<file path="src/rtl/divider.sv">
// Unsigned restoring divider with a one-entry last-operands cache.
// One quotient bit per cycle, MSB first; divide-by-zero and cache hits finish in one cycle.
module divider #(
  parameter int WIDTH    = 32,
  parameter int CACHING  = 1,
  parameter bit INIT_VLD = 1'b0
) (
  input  logic             clk,
  input  logic             rst,
  input  logic             start,
  input  logic [WIDTH-1:0] dividend,
  input  logic [WIDTH-1:0] divisor,
  output logic [WIDTH-1:0] quotient,
  output logic [WIDTH-1:0] remainder,
  output logic             zeroErr,
  output logic             valid
);

  localparam int CW = $clog2(WIDTH);

  typedef enum logic {IDLE = 1'b0, BUSY = 1'b1} state_e;

  state_e           state_q, state_d;
  logic [CW-1:0]    cnt_q, cnt_d;
  logic             dz_q, dz_d;
  logic             hit_q, hit_d;
  logic             cvld_q, cvld_d;
  logic [WIDTH-1:0] quot_q, quot_d;
  logic [WIDTH-1:0] rem_q, rem_d;
  logic             zerr_q, zerr_d;
  logic             vld_q, vld_d;

  logic [WIDTH-1:0] opa_q, opa_d;
  logic [WIDTH-1:0] opb_q, opb_d;
  logic [WIDTH-1:0] num_q, num_d;
  logic [WIDTH-1:0] prem_q, prem_d;

  logic [2*WIDTH-1:0] step;
  logic               cache_hit;

  // One restoring step: returns {next partial remainder, next dividend/quotient shift reg}.
  // When the subtraction succeeds the true difference is below den, so WIDTH bits suffice.
  function automatic logic [2*WIDTH-1:0] div_step(input logic [WIDTH-1:0] prem,
                                                  input logic [WIDTH-1:0] num,
                                                  input logic [WIDTH-1:0] den);
    logic [WIDTH:0]   sh;
    logic [WIDTH-1:0] diff;
    logic             ge;
    sh   = {prem, num[WIDTH-1]};
    ge   = (sh >= {1'b0, den});
    diff = sh[WIDTH-1:0] - den;
    return {(ge ? diff : sh[WIDTH-1:0]), num[WIDTH-2:0], ge};
  endfunction

  // The latched operands double as the cache tags; cvld marks them as a finished result.
  assign cache_hit = (CACHING != 0) && cvld_q && (dividend == opa_q) && (divisor == opb_q);
  assign step      = div_step(prem_q, num_q, opb_q);

  always_comb begin
    state_d = state_q;
    cnt_d   = cnt_q;
    dz_d    = dz_q;
    hit_d   = 1'b0;
    cvld_d  = cvld_q;
    quot_d  = quot_q;
    rem_d   = rem_q;
    zerr_d  = zerr_q;
    vld_d   = vld_q;
    opa_d   = opa_q;
    opb_d   = opb_q;
    num_d   = num_q;
    prem_d  = prem_q;
    case (state_q)
      IDLE: begin
        if (hit_q) vld_d = 1'b1;
        if (start) begin
          vld_d = 1'b0;
          if (cache_hit) begin
            hit_d = 1'b1;
          end else begin
            opa_d   = dividend;
            opb_d   = divisor;
            num_d   = dividend;
            prem_d  = '0;
            cnt_d   = '0;
            dz_d    = (divisor == '0);
            cvld_d  = 1'b0;
            state_d = BUSY;
          end
        end
      end
      BUSY: begin
        if (dz_q) begin
          quot_d  = '1;
          rem_d   = opa_q;
          zerr_d  = 1'b1;
          vld_d   = 1'b1;
          cvld_d  = 1'b1;
          state_d = IDLE;
        end else begin
          prem_d = step[2*WIDTH-1:WIDTH];
          num_d  = step[WIDTH-1:0];
          cnt_d  = cnt_q + CW'(1);
          if (cnt_q == CW'(WIDTH - 1)) begin
            quot_d  = step[WIDTH-1:0];
            rem_d   = step[2*WIDTH-1:WIDTH];
            zerr_d  = 1'b0;
            vld_d   = 1'b1;
            cvld_d  = 1'b1;
            state_d = IDLE;
          end
        end
      end
    endcase
  end

  always_ff @(posedge clk or negedge rst) begin
    if (!rst) begin
      state_q <= IDLE;
      cnt_q   <= '0;
      dz_q    <= 1'b0;
      hit_q   <= 1'b0;
      cvld_q  <= 1'b0;
      quot_q  <= '0;
      rem_q   <= '0;
      zerr_q  <= 1'b0;
      vld_q   <= INIT_VLD;
    end else begin
      state_q <= state_d;
      cnt_q   <= cnt_d;
      dz_q    <= dz_d;
      hit_q   <= hit_d;
      cvld_q  <= cvld_d;
      quot_q  <= quot_d;
      rem_q   <= rem_d;
      zerr_q  <= zerr_d;
      vld_q   <= vld_d;
    end
  end

  // Working datapath registers are only meaningful while BUSY, so they carry no reset.
  always_ff @(posedge clk) begin
    opa_q  <= opa_d;
    opb_q  <= opb_d;
    num_q  <= num_d;
    prem_q <= prem_d;
  end

  assign quotient  = quot_q;
  assign remainder = rem_q;
  assign zeroErr   = zerr_q;
  assign valid     = vld_q;

endmodule

</file>
<file path="config.mk">
export PLATFORM = sky130hd
export DESIGN_NAME = divider
export DESIGN_NICKNAME = d
export VERILOG_FILES = /design/src/rtl/divider.sv
export SDC_FILE = /design/constraint.sdc
export NUM_CORES = 1
export LEC_CHECK = 0
export BUFFER_PORTS_ARGS = -buffer_cell sky130_fd_sc_hd__buf_2
export CAP_MARGIN = 20
export CORE_ASPECT_RATIO = 0.7
export CORE_MARGIN = 10
export CORE_UTILIZATION = 58
export CTS_CLUSTER_DIAMETER = 100
export DETAILED_ROUTE_END_ITERATION = 10
export PLACE_DENSITY = 0.91
export SETUP_SLACK_MARGIN = 0.3
export SLEW_MARGIN = 20
export SYNTH_ARGS = -nofsm -noshare
export SYNTH_HDL_FRONTEND = slang
export SYNTH_SLANG_ARGS = --single-unit
</file>
<file path="constraint.sdc">
create_clock -name clk -period 6.3 [get_ports clk]
set_input_delay 1.89 -clock clk [delete_from_list [all_inputs] [get_ports clk]]
set_output_delay 1.89 -clock clk [all_outputs]
set_load 0.05 [all_outputs]
</file>
Yosys cells after proc, flatten, opt, wreduce, memory -nomap -nowiden

Index checks and enable logic that the tools add are counted.

Equal/unequal tests: 8
Bitwise logic cells: 2
Add/subtract/negate cells: 2
Muxes and demuxes: 35
Reduce and logical (&&, ||, !) cells: 9
Order comparisons: 1

Operator list:

| operator                                                         | number |
|---|---|
| 32-bit two-way mux                                               | 11 |
| 32-bit one-hot mux with 2 select lines                           | 2 |
| 32-bit equality test                                             | 2 |
| 33-bit by 32-bit >= comparator with 1-bit output                 | 1 |
| 32-bit zero test                                                 | 1 |
| 32-bit subtractor                                                | 1 |
| 1-bit two-way mux                                                | 15 |
| 5-bit two-way mux                                                | 3 |
| 5-bit one-hot mux with 2 select lines                            | 1 |
| 3-bit AND reduction                                              | 3 |
| 2-bit != test (second input constant)                            | 3 |
| 1-bit one-hot mux with 2 select lines                            | 3 |
| 5-bit by 1-bit adder with 5-bit output (second input constant)   | 1 |
| 5-bit equality test (second input constant)                      | 1 |
| 2-bit AND reduction                                              | 2 |
| 3-bit by 1-bit != test with 1-bit output (second input constant) | 1 |
| 3-bit != test (second input constant)                            | 1 |
| 1-bit logical AND                                                | 2 |
| 1-bit NOT                                                        | 2 |
| 2-bit nonzero test                                               | 1 |

Register bits after elaboration: 203
Input port bits: 67

Logic depth before layout (Yosys ltp)

Depth after elaboration: 6
Depth in mapped cells: 13
Depth with buffers taken out: 11

Worst setup path after synthesis

No wires, ideal clock.

Kind: in2reg
From: input dividend[22]
To: register num_q[0] (enable)
Library setup time: 0.432 ns
Slack: -0.233 ns
Arrival: 6.101 ns
Stages on the path: 8
Path buffers: 1
Cell sequence: nor2b_1 -> a2111o_1 -> or4_1 -> nor3_1 -> nand4_1 -> and2_1 -> clkbuf_1 -> nand2b_1

Cells in the longest elaborated chain, start to end: 5

RTL lines:

| what                           | line | source |
|---|---|---|
| start: declaration             | 11   | `input logic [WIDTH-1:0] dividend,` |
| 32-bit equality test           | 56   | `assign cache_hit = (CACHING != 0) && cvld_q && (dividend == opa_q) && (divisor == opb_q);` |
| 1-bit logical AND (2 in a row) | 56   |  |
| 2-bit != test (no line)        | n/a  |  |
| 3-bit AND reduction (no line)  | n/a  |  |
| end signal: assignment         | 145  | `num_q <= num_d;` |
| end: declaration               | 35   | `logic [WIDTH-1:0] num_q, num_d;` |

Every way passes these cells.
A chain may end at the register's enable or synchronous reset.

Worst setup path in the final report

From: register prem_q[5]
To: register prem_q[24] (data pin)

Cells in the longest elaborated chain, start to end: 4
Elaborated cells on any way between the ends: 5

RTL lines:

| what                                                                                         | line   | source |
|---|---|---|
| start: declaration                                                                           | 36     | `logic [WIDTH-1:0] prem_q, prem_d;` |
| start signal: assignment                                                                     | 146    | `prem_q <= prem_d;` |
| 32-bit subtractor / 33-bit by 32-bit >= comparator with 1-bit output (equally long branches) | 51, 50 |  |
| 32-bit two-way mux *                                                                         | 52     | `return {(ge ? diff : sh[WIDTH-1:0]), num[WIDTH-2:0], ge};` |
| 32-bit two-way mux *                                                                         | 93     | `if (dz_q) begin` |
| 32-bit one-hot mux with 2 select lines *                                                     | 73     | `case (state_q)` |

Mark *: on every way between the ends. The rest lies on a longest branch, timed or not. The select of a mux whose other input is x is not followed.

==> metrics.cfg <==
[status]
outcome = complete, no violations

[synthesis]
synth_cell_types = 65
synth_nets = 1026
synth_area_per_cell_um2 = 11.3
ys_warn_count = 0
synth-main-ff-cell = edfxtp_1
synthesis.instances = 924
netlist_area_um2 = 10400
ys_seq_area_frac = 0.550
synth-edff-count = 128
ys_ff_latch = 203
async_flop_share = 0.369

[placement]
place.gp.congestion = 1.03
place_hpwl_um = 24000
preCtsSetupSlack_ps = 1300
port_buffers = 132

[cts]
tritoncts = done
clkLatencyLatePin_ps = 500
cts-resized-gates = 0
clk_path_buf_depth = 3
htreeDepth = 1
numCtsBuffers = 20
clock_sink_count = 203
post_cts_buffers = 0
hold_buffers = 0
root_buffer = clkbuf_16
clkTransAtPathRegs_ps = 70

[routing]
post-route-drc-count = 0
dr.pass1.iters = 6
via_count = 8630
vias_per_cell = 6.66
wire_per_inst_um = 25.3
wl_um = 32800
ant_nets = 0
drt_iter0_drc = 1367

[global_routing]
grt_pass1_wl_um = 50400
grtUsageTotal = 0.263
grt_max_degree = 76
grt_pass1_vias = 8554
grt_overflow = 0
grt_antenna_before_repair = 1

[pwr]
powerDensity_nw_per_um2 = 616
fin_total_pwr_uw = 7390
ir_drop_uv = 423
leakage_uw = 0.00522

[job]
cap_violations = 0

[final_layout]
fin_nets = 1152
layout-drive-gt1-share = 0.198
finish.utilization = 0.690
syn_to_final_growth_pct = 15.2
n_antenna_cell = 0

[timing]
fin_tns_setup_ps = 0
worst_slew_pin_slew_ps = 1130
slew_violations = 0
fin_crit_sh = 0.733
post-route-min-period_ps = 4620
hold_violations = 0
max-slew-margin-rel = 0.244
rsz0062_at_grt = false
setup_viol = 0
fmax_mhz = 217
fin_skew_ps = 16.1
setup_slack_ps = 1680

[critical_path]
path_max_fanout = 21
required_ps = 6530
worstSetupPathType = flop to flop
endpoint_kind = flop
arrival_ps = 4850
crit_path_start_kind = flop

[floorplanning]
fp.dieArea_um2 = 23800
rows = 40
fp.dieH_um = 132
num_io_pins = 133
fp.coreArea_um2 = 17400
start_util = 0.599
dieWidth_um = 180

[hold_path]
hp-class = flop to flop

## power by group
part | internal (µW) | total [µW] | switching [µW]
Combinational | 1160 | 3650 | 2490
Sequential | 2130 | 2480 | 350
Clock | 731 | 1260 | 525
Total | 4030 | 7390 | 3360
## metal layers
layer  global-route usage  share of wire
met5                    0        0.00034
met4               0.0691          0.023
met3               0.0787           0.14
met2                0.391           0.43
met1                0.368           0.40
## cell families (layout without fill, tap and decap cells)
logic type | Yosys count | in the layout | share of synthesized area
fa+ha+maj | 35 | 35 | 0.0428
mux | 48 | 48 | 0.0497
flops | 203 | 203 | 0.550
simple gates | 235 | 235 | 0.110
xor+xnor | 70 | 70 | 0.0589
compound gates | 240 | 240 | 0.153
buf+inv | 93 | 233 | 0.0352
## final timing paths
kind,from,end,slack (ps),depth (start not counted)
worst min-delay path,quotient[9],quotient[9],480,1
max in group asynchronous,rst,state_q,4010,1
worst min register to register,quotient[9],quotient[9],480,1
worst max register to register,prem_q[5],prem_q[24],1680,10
worst max-delay path,prem_q[5],prem_q[24],1680,10
min in group asynchronous,rst,quotient[8],1540,1
## flip-flops by register name, summed over array words and instances (netlist names)
signal     flops
num_q         32
remainder     32
state_q        1
hit_q          1
prem_q        32
dz_q           1
valid          1
cvld_q         1
cnt_q          5
opb_q         32
opa_q         32
zeroErr        1
quotient      32
## stage by stage
step | hold slack [ps] | cell area, µm² | cells
global route | 501 | 12000 | 1295
global placement | 466 | 11300 | 1258
detailed placement | 472 | 11300 | 1259
floorplan | 478 | 10400 | 924
CTS | 486 | 12000 | 1295
finish | 482 | 12000 | 1295
## worst max-delay path, stage by stage (launching register included)
cell	delay (ps)
edfxtp_1	420
ha_1	430
a21oi_1	130
and2_1	180
a31oi_1	460
nand3_1	320
a21oi_2	540
or2_1	940
buf_4	390
mux2i_1	430
nor2_1	80
## synth_stat cells (all sizes together), types with 6 or more instances
| library cell | number | area (µm²) |
|---|---|---|
| nor3 | 10 | 61.3 |
| dfrtp | 75 | 1880 |
| buf | 6 | 40.0 |
| ha | 34 | 425 |
| nor4 | 16 | 100 |
| a21oi | 59 | 303 |
| o22ai | 28 | 175 |
| clkbuf | 32 | 120 |
| and2 | 6 | 37.5 |
| nor2 | 62 | 233 |
| edfxtp | 128 | 3840 |
| nand2 | 62 | 233 |
| and3 | 10 | 62.6 |
| xor2 | 37 | 324 |
| xnor2 | 33 | 289 |
| mux2 | 26 | 297 |
| a21o | 15 | 113 |
| o21ai | 41 | 205 |
| mux2i | 22 | 220 |
| nor2b | 16 | 100 |
| nand3 | 20 | 100 |
| a31oi | 14 | 87.6 |
| inv | 54 | 203 |
| nand4 | 15 | 93.8 |
| o22a | 31 | 272 |
## cell usage in the layout, fill, tap and decap left out, drive strengths merged, types with 4 or more instances in the layout
| cell type | n |
|---|---|
| a211oi | 5 |
| a21o | 15 |
| a21oi | 59 |
| a221o | 4 |
| a31oi | 14 |
| and2 | 6 |
| and3 | 10 |
| buf | 142 |
| clkbuf | 25 |
| clkinv | 7 |
| dfrtp | 75 |
| edfxtp | 128 |
| ha | 34 |
| inv | 55 |
| mux2 | 26 |
| mux2i | 22 |
| nand2 | 62 |
| nand2b | 5 |
| nand3 | 20 |
| nand4 | 15 |
| nor2 | 62 |
| nor2b | 16 |
| nor3 | 10 |
| nor4 | 16 |
| o211ai | 4 |
| o21a | 5 |
| o21ai | 41 |
| o21bai | 4 |
| o22a | 31 |
| o22ai | 28 |
| o2bb2ai | 5 |
| or3 | 4 |
| xnor2 | 33 |
| xor2 | 37 |
## cell type report
cell class	instances	area, µm²
multi-input cells	628	4340
clock inverters	11	115
flip-flops and latches	203	5720
fillers	1211	5380
repair buffers	142	751
clock buffers	25	572
inverters	55	206
well taps	231	289
Power figures use the tool's default switching activity.
